### src/rtl/pc_branch_unit_if.sv
// Fetch-stage bus between decode/control logic and the PC/branch unit.
// Carries control inputs, the LUT write port and the PC/status outputs.
interface pc_branch_unit_if #(
   parameter int D = 12,
   parameter int N = 8,
   parameter int A = $clog2(N),
   parameter int C = 8
);
   logic          Start;
   logic          stall;
   logic          halt;
   logic          branch_en;
   logic          taken;
   logic [A-1:0]  addr_lut;
   logic          wr_en;
   logic [A-1:0]  wr_addr;
   logic [D-1:0]  wr_target;
   logic          wr_abs;
   logic [D-1:0]  PC;
   logic          done;
   logic [C-1:0]  taken_cnt;
   logic [D-1:0]  target;

   // Decode/control side drives the controls and observes the PC state.
   modport master (
      output Start, stall, halt, branch_en, taken, addr_lut,
             wr_en, wr_addr, wr_target, wr_abs,
      input  PC, done, taken_cnt, target
   );

   // The PC/branch unit itself.
   modport slave (
      input  Start, stall, halt, branch_en, taken, addr_lut,
             wr_en, wr_addr, wr_target, wr_abs,
      output PC, done, taken_cnt, target
   );
endinterface

### src/rtl/pc_branch_unit.sv
// Program counter with a runtime-writable branch-target LUT, stall/halt
// handling and a saturating count of taken branches.
module pc_branch_unit #(
   parameter int D = 12,
   parameter int N = 8,
   parameter int A = $clog2(N),
   parameter int C = 8
) (
   input logic             Clk,
   input logic             Reset,
   pc_branch_unit_if.slave bus
);

   // The LUT is sized to the full index space so every index can be read
   // safely; slots at or above N are never written and never selected.
   localparam int DEPTH = 2 ** A;

   logic [D-1:0] lut_target [DEPTH];
   logic         lut_abs    [DEPTH];
   logic [D-1:0] pc_q;
   logic         done_q;
   logic [C-1:0] cnt_q;
   logic [D-1:0] target_val;
   logic         rd_ok;
   logic         wr_ok;

   // Indices beyond the populated entries only exist when N is not a power of two.
   if (DEPTH == N) begin : g_full
      assign rd_ok = 1'b1;
      assign wr_ok = 1'b1;
   end else begin : g_part
      assign rd_ok = ({{(32-A){1'b0}}, bus.addr_lut} < 32'(N));
      assign wr_ok = ({{(32-A){1'b0}}, bus.wr_addr}  < 32'(N));
   end

   // Next-PC for a taken branch; an unpopulated index behaves as "hold".
   always_comb begin
      target_val = pc_q;
      if (rd_ok) begin
         if (lut_abs[bus.addr_lut])
            target_val = lut_target[bus.addr_lut];
         else
            target_val = pc_q + lut_target[bus.addr_lut];
      end
   end

   // LUT write port; reset leaves every entry as relative 0, i.e. hold PC.
   always_ff @(posedge Clk) begin
      if (Reset) begin
         for (int i = 0; i < DEPTH; i++) begin
            lut_target[i] <= '0;
            lut_abs[i]    <= 1'b0;
         end
      end else if (bus.wr_en && wr_ok) begin
         lut_target[bus.wr_addr] <= bus.wr_target;
         lut_abs[bus.wr_addr]    <= bus.wr_abs;
      end
   end

   // PC sequencing: restart, retired halt, stall, halt, taken branch, increment.
   always_ff @(posedge Clk) begin
      if (Reset) begin
         pc_q   <= '0;
         done_q <= 1'b0;
         cnt_q  <= '0;
      end else if (bus.Start) begin
         pc_q   <= '0;
         done_q <= 1'b0;
      end else if (done_q || bus.stall) begin
         pc_q <= pc_q;
      end else if (bus.halt) begin
         done_q <= 1'b1;
      end else if (bus.branch_en && bus.taken) begin
         pc_q <= target_val;
         if (cnt_q != '1)
            cnt_q <= cnt_q + C'(1);
      end else begin
         pc_q <= pc_q + D'(1);
      end
   end

   assign bus.PC        = pc_q;
   assign bus.done      = done_q;
   assign bus.taken_cnt = cnt_q;
   assign bus.target    = target_val;

endmodule

### src/flat_wrapper.sv
// flat-port wrapper written by rule: the top's interface ports become plain ports
module pc_branch_unit_flat 
#(
   parameter int D = 12,
   parameter int N = 8,
   parameter int A = $clog2(N),
   parameter int C = 8
)
  (Clk, Reset, bus_Start, bus_stall, bus_halt, bus_branch_en, bus_taken, bus_addr_lut, bus_wr_en, bus_wr_addr, bus_wr_target, bus_wr_abs, bus_PC, bus_done, bus_taken_cnt, bus_target);
  pc_branch_unit_if #(.D(D), .N(N), .A(A), .C(C)) bus_i ();
  input logic Clk;
  input logic Reset;
  input wire logic [$bits(bus_i.Start)-1:0] bus_Start;
  input wire logic [$bits(bus_i.stall)-1:0] bus_stall;
  input wire logic [$bits(bus_i.halt)-1:0] bus_halt;
  input wire logic [$bits(bus_i.branch_en)-1:0] bus_branch_en;
  input wire logic [$bits(bus_i.taken)-1:0] bus_taken;
  input wire logic [$bits(bus_i.addr_lut)-1:0] bus_addr_lut;
  input wire logic [$bits(bus_i.wr_en)-1:0] bus_wr_en;
  input wire logic [$bits(bus_i.wr_addr)-1:0] bus_wr_addr;
  input wire logic [$bits(bus_i.wr_target)-1:0] bus_wr_target;
  input wire logic [$bits(bus_i.wr_abs)-1:0] bus_wr_abs;
  output wire logic [$bits(bus_i.PC)-1:0] bus_PC;
  output wire logic [$bits(bus_i.done)-1:0] bus_done;
  output wire logic [$bits(bus_i.taken_cnt)-1:0] bus_taken_cnt;
  output wire logic [$bits(bus_i.target)-1:0] bus_target;
  assign bus_i.Start = bus_Start;
  assign bus_i.stall = bus_stall;
  assign bus_i.halt = bus_halt;
  assign bus_i.branch_en = bus_branch_en;
  assign bus_i.taken = bus_taken;
  assign bus_i.addr_lut = bus_addr_lut;
  assign bus_i.wr_en = bus_wr_en;
  assign bus_i.wr_addr = bus_wr_addr;
  assign bus_i.wr_target = bus_wr_target;
  assign bus_i.wr_abs = bus_wr_abs;
  assign bus_PC = bus_i.PC;
  assign bus_done = bus_i.done;
  assign bus_taken_cnt = bus_i.taken_cnt;
  assign bus_target = bus_i.target;
  pc_branch_unit #(.D(D), .N(N), .A(A), .C(C)) u_core (.Clk(Clk), .Reset(Reset), .bus(bus_i));
endmodule
### config.mk
export PLATFORM = sky130hd
export DESIGN_NAME = pc_branch_unit_flat
export DESIGN_NICKNAME = d
export VERILOG_FILES = /design/src/rtl/pc_branch_unit_if.sv /design/src/rtl/pc_branch_unit.sv /design/src/flat_wrapper.sv
export SDC_FILE = /design/constraint.sdc
export NUM_CORES = 1
export LEC_CHECK = 0
export CAP_MARGIN = 20
export CORE_MARGIN = 3
export CORE_UTILIZATION = 45
export CTS_CLUSTER_SIZE = 40
export DETAILED_ROUTE_END_ITERATION = 7
export PLACE_DENSITY = 0.73
export SYNTH_ARGS = -nofsm -noshare
export SYNTH_HDL_FRONTEND = slang
export SYNTH_SLANG_ARGS = --single-unit
### constraint.sdc
create_clock -name Clk -period 5.1 [get_ports Clk]
set_input_delay 1.02 -clock Clk [delete_from_list [all_inputs] [get_ports Clk]]
set_output_delay 1.02 -clock Clk [all_outputs]
set_load 0.02 [all_outputs]
==> Word level (Yosys, flattened, before mapping) <==
Memories as Yosys holds them, arrays and structs flattened.
Index checks and enable logic that the tools add are counted.
{ "word_totals": {"reg_bits": 21, "ramBits": 104, "n_memories": 2, "output_inout_bits": 33, "wordCells": 33, "in_bits": 27} }
{ "mem_list": {"columns": ["memory", "words", "word_bits", "rd", "rd_ports_with_merged_regs", "write_ports", "line", "text"], "rows": [
  ["u_core.lut_target", 8, 12, 1, 0, 8, "pc_branch_unit.sv:18", "logic [D-1:0] lut_target [DEPTH];"],
  ["u_core.lut_abs", 8, 1, 1, 0, 8, "pc_branch_unit.sv:19", "logic lut_abs [DEPTH];"]
]} }
{ "op_classes": {"n_mux": 13, "reduce_logical": 8, "addsub": 3, "n_eq_ne": 1, "n_bitwise": 3} }
{ "ops": {"columns": ["cell", "n"], "rows": [
  ["12-bit two-way mux", 3],
  ["12-bit by 1-bit adder with 12-bit output, second input constant", 1],
  ["12-bit adder", 1],
  ["12-bit OR reduction", 1],
  ["8-bit by 1-bit adder with 8-bit output, second input constant", 1],
  ["1-bit two-way mux", 8],
  ["8-bit inequality test, second input constant", 1],
  ["3-bit two-way mux", 2],
  ["5-bit AND reduction", 1],
  ["2-bit AND reduction", 2],
  ["1-bit NOT", 3],
  ["2-bit OR reduction", 1],
  ["1-bit logical AND", 1],
  ["1-bit logical OR", 1],
  ["1-bit OR reduction", 1]
]} }

==> Longest topological paths before layout <==
{ "depth": {"word_depth": 5, "ltp_mapped": 14, "mapped_depth_nobuf": 12} }

==> Worst setup path before layout <==
Ideal clock, no wire load.
{ "synth_path": {"path_kind": "input -> output", "from": "input bus_addr_lut[0]", "to": "output bus_target[9]", "stages": 12, "setup_slack_ns": 0.116, "t_required_ns": 4.080, "path_buffers": 2, "t_arrival_ns": 3.964, "path_cell_list": "buf_6 > buf_6 > mux4_2 > mux2_2 > ha_1 > and2_1 > a221oi_1 > a21oi_1 > o211ai_1 > nand2_1 > xnor2_1 > o21ai_0"} }
{ "synth_via": {"elab_chain_cells": 3, "elab_cells_between_ends": 4, "classes_between": "1 x add/sub; 1 x mux; 2 x memory"} }
{ "synth_rtl": {"columns": ["element", "line", "text"], "rows": [
  ["start: declaration", "flat_wrapper.sv:18", "input wire logic [$bits(bus_i.addr_lut)-1:0] bus_addr_lut;"],
  ["memory read 8 x 12 bit", null, null],
  ["12-bit adder", "pc_branch_unit.sv:43", "target_val = pc_q + lut_target[bus.addr_lut];"],
  ["12-bit two-way mux *", "pc_branch_unit.sv:40", "if (lut_abs[bus.addr_lut])"],
  ["end: declaration", "flat_wrapper.sv:26", "output wire logic [$bits(bus_i.target)-1:0] bus_target;"]
]} }
Every way passes the cells marked *; elsewhere a longest branch is shown, timed or not.

==> Worst setup path after layout <==
{ "layout_path": {"from": "input bus_addr_lut[0]", "to": "output bus_target[6]"} }
Same word-level chain as after synthesis.

==> flow_metrics.tcl <==
set metrics [dict create \
    yosys.area_share.simple 0.192 \
    path_cells "buf_2, buf_12, buf_4, mux4_2, mux2_2, ha_2, inv_1, fa_1, nand2b_1, a21oi_1, a211oi_2, buf_4, xor2_1, a21oi_1, dlygate4sd2_1" \
    yosys.area.top_type "edfxtp_1" \
    synth_top_area_share 0.482 \
    fmax_ghz 0.205 \
    crit_fanout 9 \
    clkSlewWorstSetupHoldPaths_ps 50 \
    end_kind "output port" \
    design_area_um2 8240 \
    synth_seq_cells 125 \
    synthesis.nets 558 \
    synth_most_common_cell "and2_1" \
    grt.total_usage 0.205 \
    setup_ws_ps 217 \
    coreArea_um2 14000 \
    worstPathArrival_ps 3860 \
    nets 658 \
    max-vdd-ir-drop_v 0.000234 \
    synthAdderAreaFrac 0.0282 \
    cellPowerDensity_nw_per_um2 344 \
    overflow 0 \
    cpPeakStageDelay_ps 370 \
    synth_cell_type_count 55 \
    hpwlAfterDp_um 10600 \
    cts_root_buf "clkbuf_16" \
    rows 43 \
    area_delta_synth_final_pct 27.2 \
    skew_ps 7.48 \
    syn_avg_cell_area_um2 12.5 \
    rsz0062_at_grt "no" \
    holdWs_ps 539 \
    hold_class "flip-flop to flip-flop" \
    diodes 0 \
    io_buffers 59 \
    synth-edff-count 104 \
    outcome "finished, final reports clean" \
    die_h_um 126 \
    setup_violations 0 \
    finalMaxSlewViolations 0 \
    chipWidth_um 126 \
    drive_above_1_share 0.233 \
    n_fill_cell 1124 \
    power.total_w 0.00284 \
    wl_um 16000 \
    preCtsSetupSlack_ps -441 \
    fin_crit_sh 0.957 \
    drcViolationCount 0 \
    placedInstanceArea_um2 7560 \
    synth_top_family_by_area "simple AND/OR/NAND/NOR gates" \
    ctsHtreeMaxLevel 4 \
    cts_sinks 125 \
    grt_pass1_wl_um 24900 \
    cap_violations 0 \
    grt_max_degree 22 \
    numCtsBuffers 17 \
    relSlewSlack 0.459 \
    wl_per_cell_um 19.7 \
    synth_commonest_cells "and2_1 (106), edfxtp_1 (104), nor2_1 (32)" \
    tightest_slew_ps 808 \
    crit_family "buffers and inverters" \
    clock_latency_ps 420 \
    clk_path_buf_depth 2 \
    critPathBufInv 6 \
    initial_core_util 0.463 \
    synth_ff_type "edfxtp_1" \
    start_kind "input pin" \
    cts_tree "done" \
    synth-xor-area-share 0.0203 \
    first_pass_iters 5 \
    dieArea_um2 15900 \
    viasPerCell 5.62 \
    ys_seq_area_frac 0.547 \
    antenna_found_initial 0 \
    pin_count 60 \
    finalHoldViolCount 0 \
    fin_cells 810 \
    period_needed_ps 4880 \
    yosys-top-cells-area "edfxtp_1 (48%), and2_1 (10%), mux4_2 (8.7%), dfxtp_1 (6.5%), ha_1 (2.5%)" \
    required_ps 4080 \
    cp_slowest_cell "fa_1" \
    async_flop_share 0 \
    yosys_warnings 0 \
    ant_nets 0 \
    leakage_nw 3.04 \
    place_congestion 0.887 \
    synth_mux_area_frac 0.119 \
    grt_pass1_vias 4573 \
    synth_cells 517 \
    synth_compound_area_frac 0.0701 \
    num_vias 4556 \
    drt-initial-drc-count 358 \
    place_inst 776 \
    crit_type "input pin to output port" \
    syn_area_um2 6480 \
]
==> worst paths after layout <==
path                                              start                                   end  cells past startpoint  slack, ps
setup / recovery                        bus_addr_lut[0]                         bus_target[6]                     15        220
hold reg to reg    u_core.bus.taken_cnt[5]$_SDFFE_PP0P_  u_core.bus.taken_cnt[5]$_SDFFE_PP0P_                      2        540
hold / removal     u_core.bus.taken_cnt[5]$_SDFFE_PP0P_  u_core.bus.taken_cnt[5]$_SDFFE_PP0P_                      2        540
setup reg to reg  u_core.lut_target[7][3]$_SDFFCE_PN0P_        u_core.bus.PC[11]$_SDFFE_PP0P_                     12       2080
==> power by group <==
group	leakage, nW	switching [W]	internal [W]
clock network	0.300	0.000452	0.000817
registers	1.17	0.0000198	0.00116
logic	1.57	0.000207	0.000180
==> final cells by class <==
type / instances / area [um^2] / area share
inverter: 5 / 18.8 / 0.00228
clock buffer: 18 / 429 / 0.0521
timing repair buffer: 106 / 997 / 0.121
multi-input combinational: 362 / 2840 / 0.345
tap: 180 / 225 / 0.0273
clock inverter: 14 / 189 / 0.0229
sequential: 125 / 3540 / 0.430
==> worst register-to-register path, cell delays in order (launching register included) <==
cell and delay, ps:
edfxtp_1 390, mux4_2 480, mux2_2 290, ha_1 290, and2_1 170, a221oi_2 80, buf_4 140, a211o_1 310
a211o_1 290, a21oi_2 150, buf_4 130, nor3b_2 30, o21a_1 160
==> state kept, by name, summed over array words and instances (netlist names) <==
| register | cells |
|---|---|
| u_core.bus.PC | 12 |
| u_core.bus.done | 1 |
| u_core.bus.taken_cnt | 8 |
| u_core.lut_target | 96 |
| u_core.lut_abs | 8 |
==> metal layers <==
metal / vias up / routed length (um) / GRT usage
li1: 2111 / - / -
met1: 2266 / 6720 / 0.258
met2: 151 / 8110 / 0.349
met3: 28 / 893 / 0.0556
met4: 0 / 234 / 0.0574
met5: - / 0 / 0
==> per-stage QoR <==
step / setup TNS (ps) / util
finish: 0 / 0.589
CTS: 0 / 0.585
global route: 0 / 0.589
global placement: -2080 / 0.540
floorplan: 0 / -
detailed placement: -2380 / 0.540
==> layout by cell type (no fill, tap or decap), drive strengths merged, types with 4 or more instances in the layout <==
| cell type | n |
|---|---|
| clkbuf | 20 |
| xnor2 | 5 |
| and2 | 106 |
| clkdlybuf4s50 | 47 |
| mux2i | 5 |
| nand4 | 6 |
| nor2 | 32 |
| a21oi | 26 |
| nor3 | 11 |
| buf | 50 |
| ha | 13 |
| xor2 | 10 |
| o22ai | 4 |
| edfxtp | 104 |
| or2 | 12 |
| bufinv | 4 |
| o21ai | 13 |
| nand3 | 13 |
| a21o | 4 |
| inv | 8 |
| dlygate4sd2 | 5 |
| mux4 | 26 |
| nand2 | 29 |
| dfxtp | 21 |
| clkinv | 6 |
| a31oi | 4 |
| mux2 | 11 |
| nand2b | 4 |
==> repair_timing <==
action | 4_1_cts | 5_1_grt
pin swaps | 0 | 3
resized for setup | 22 | 13
setup buffers | 0 | 1
hold buffers | 0 | 0
gates cloned | 0 | 1
endpoints found under the setup margin | 9 | 7
==> logic make-up after synthesis <==
kind of cell    count (synthesis)
xor+xnor                       15
buf+inv                        30
simple gates                  224
fa+ha+maj                      14
flops                         125
compound gates                 67
mux                            42
Note: power is estimated with default switching activity, not from simulation.
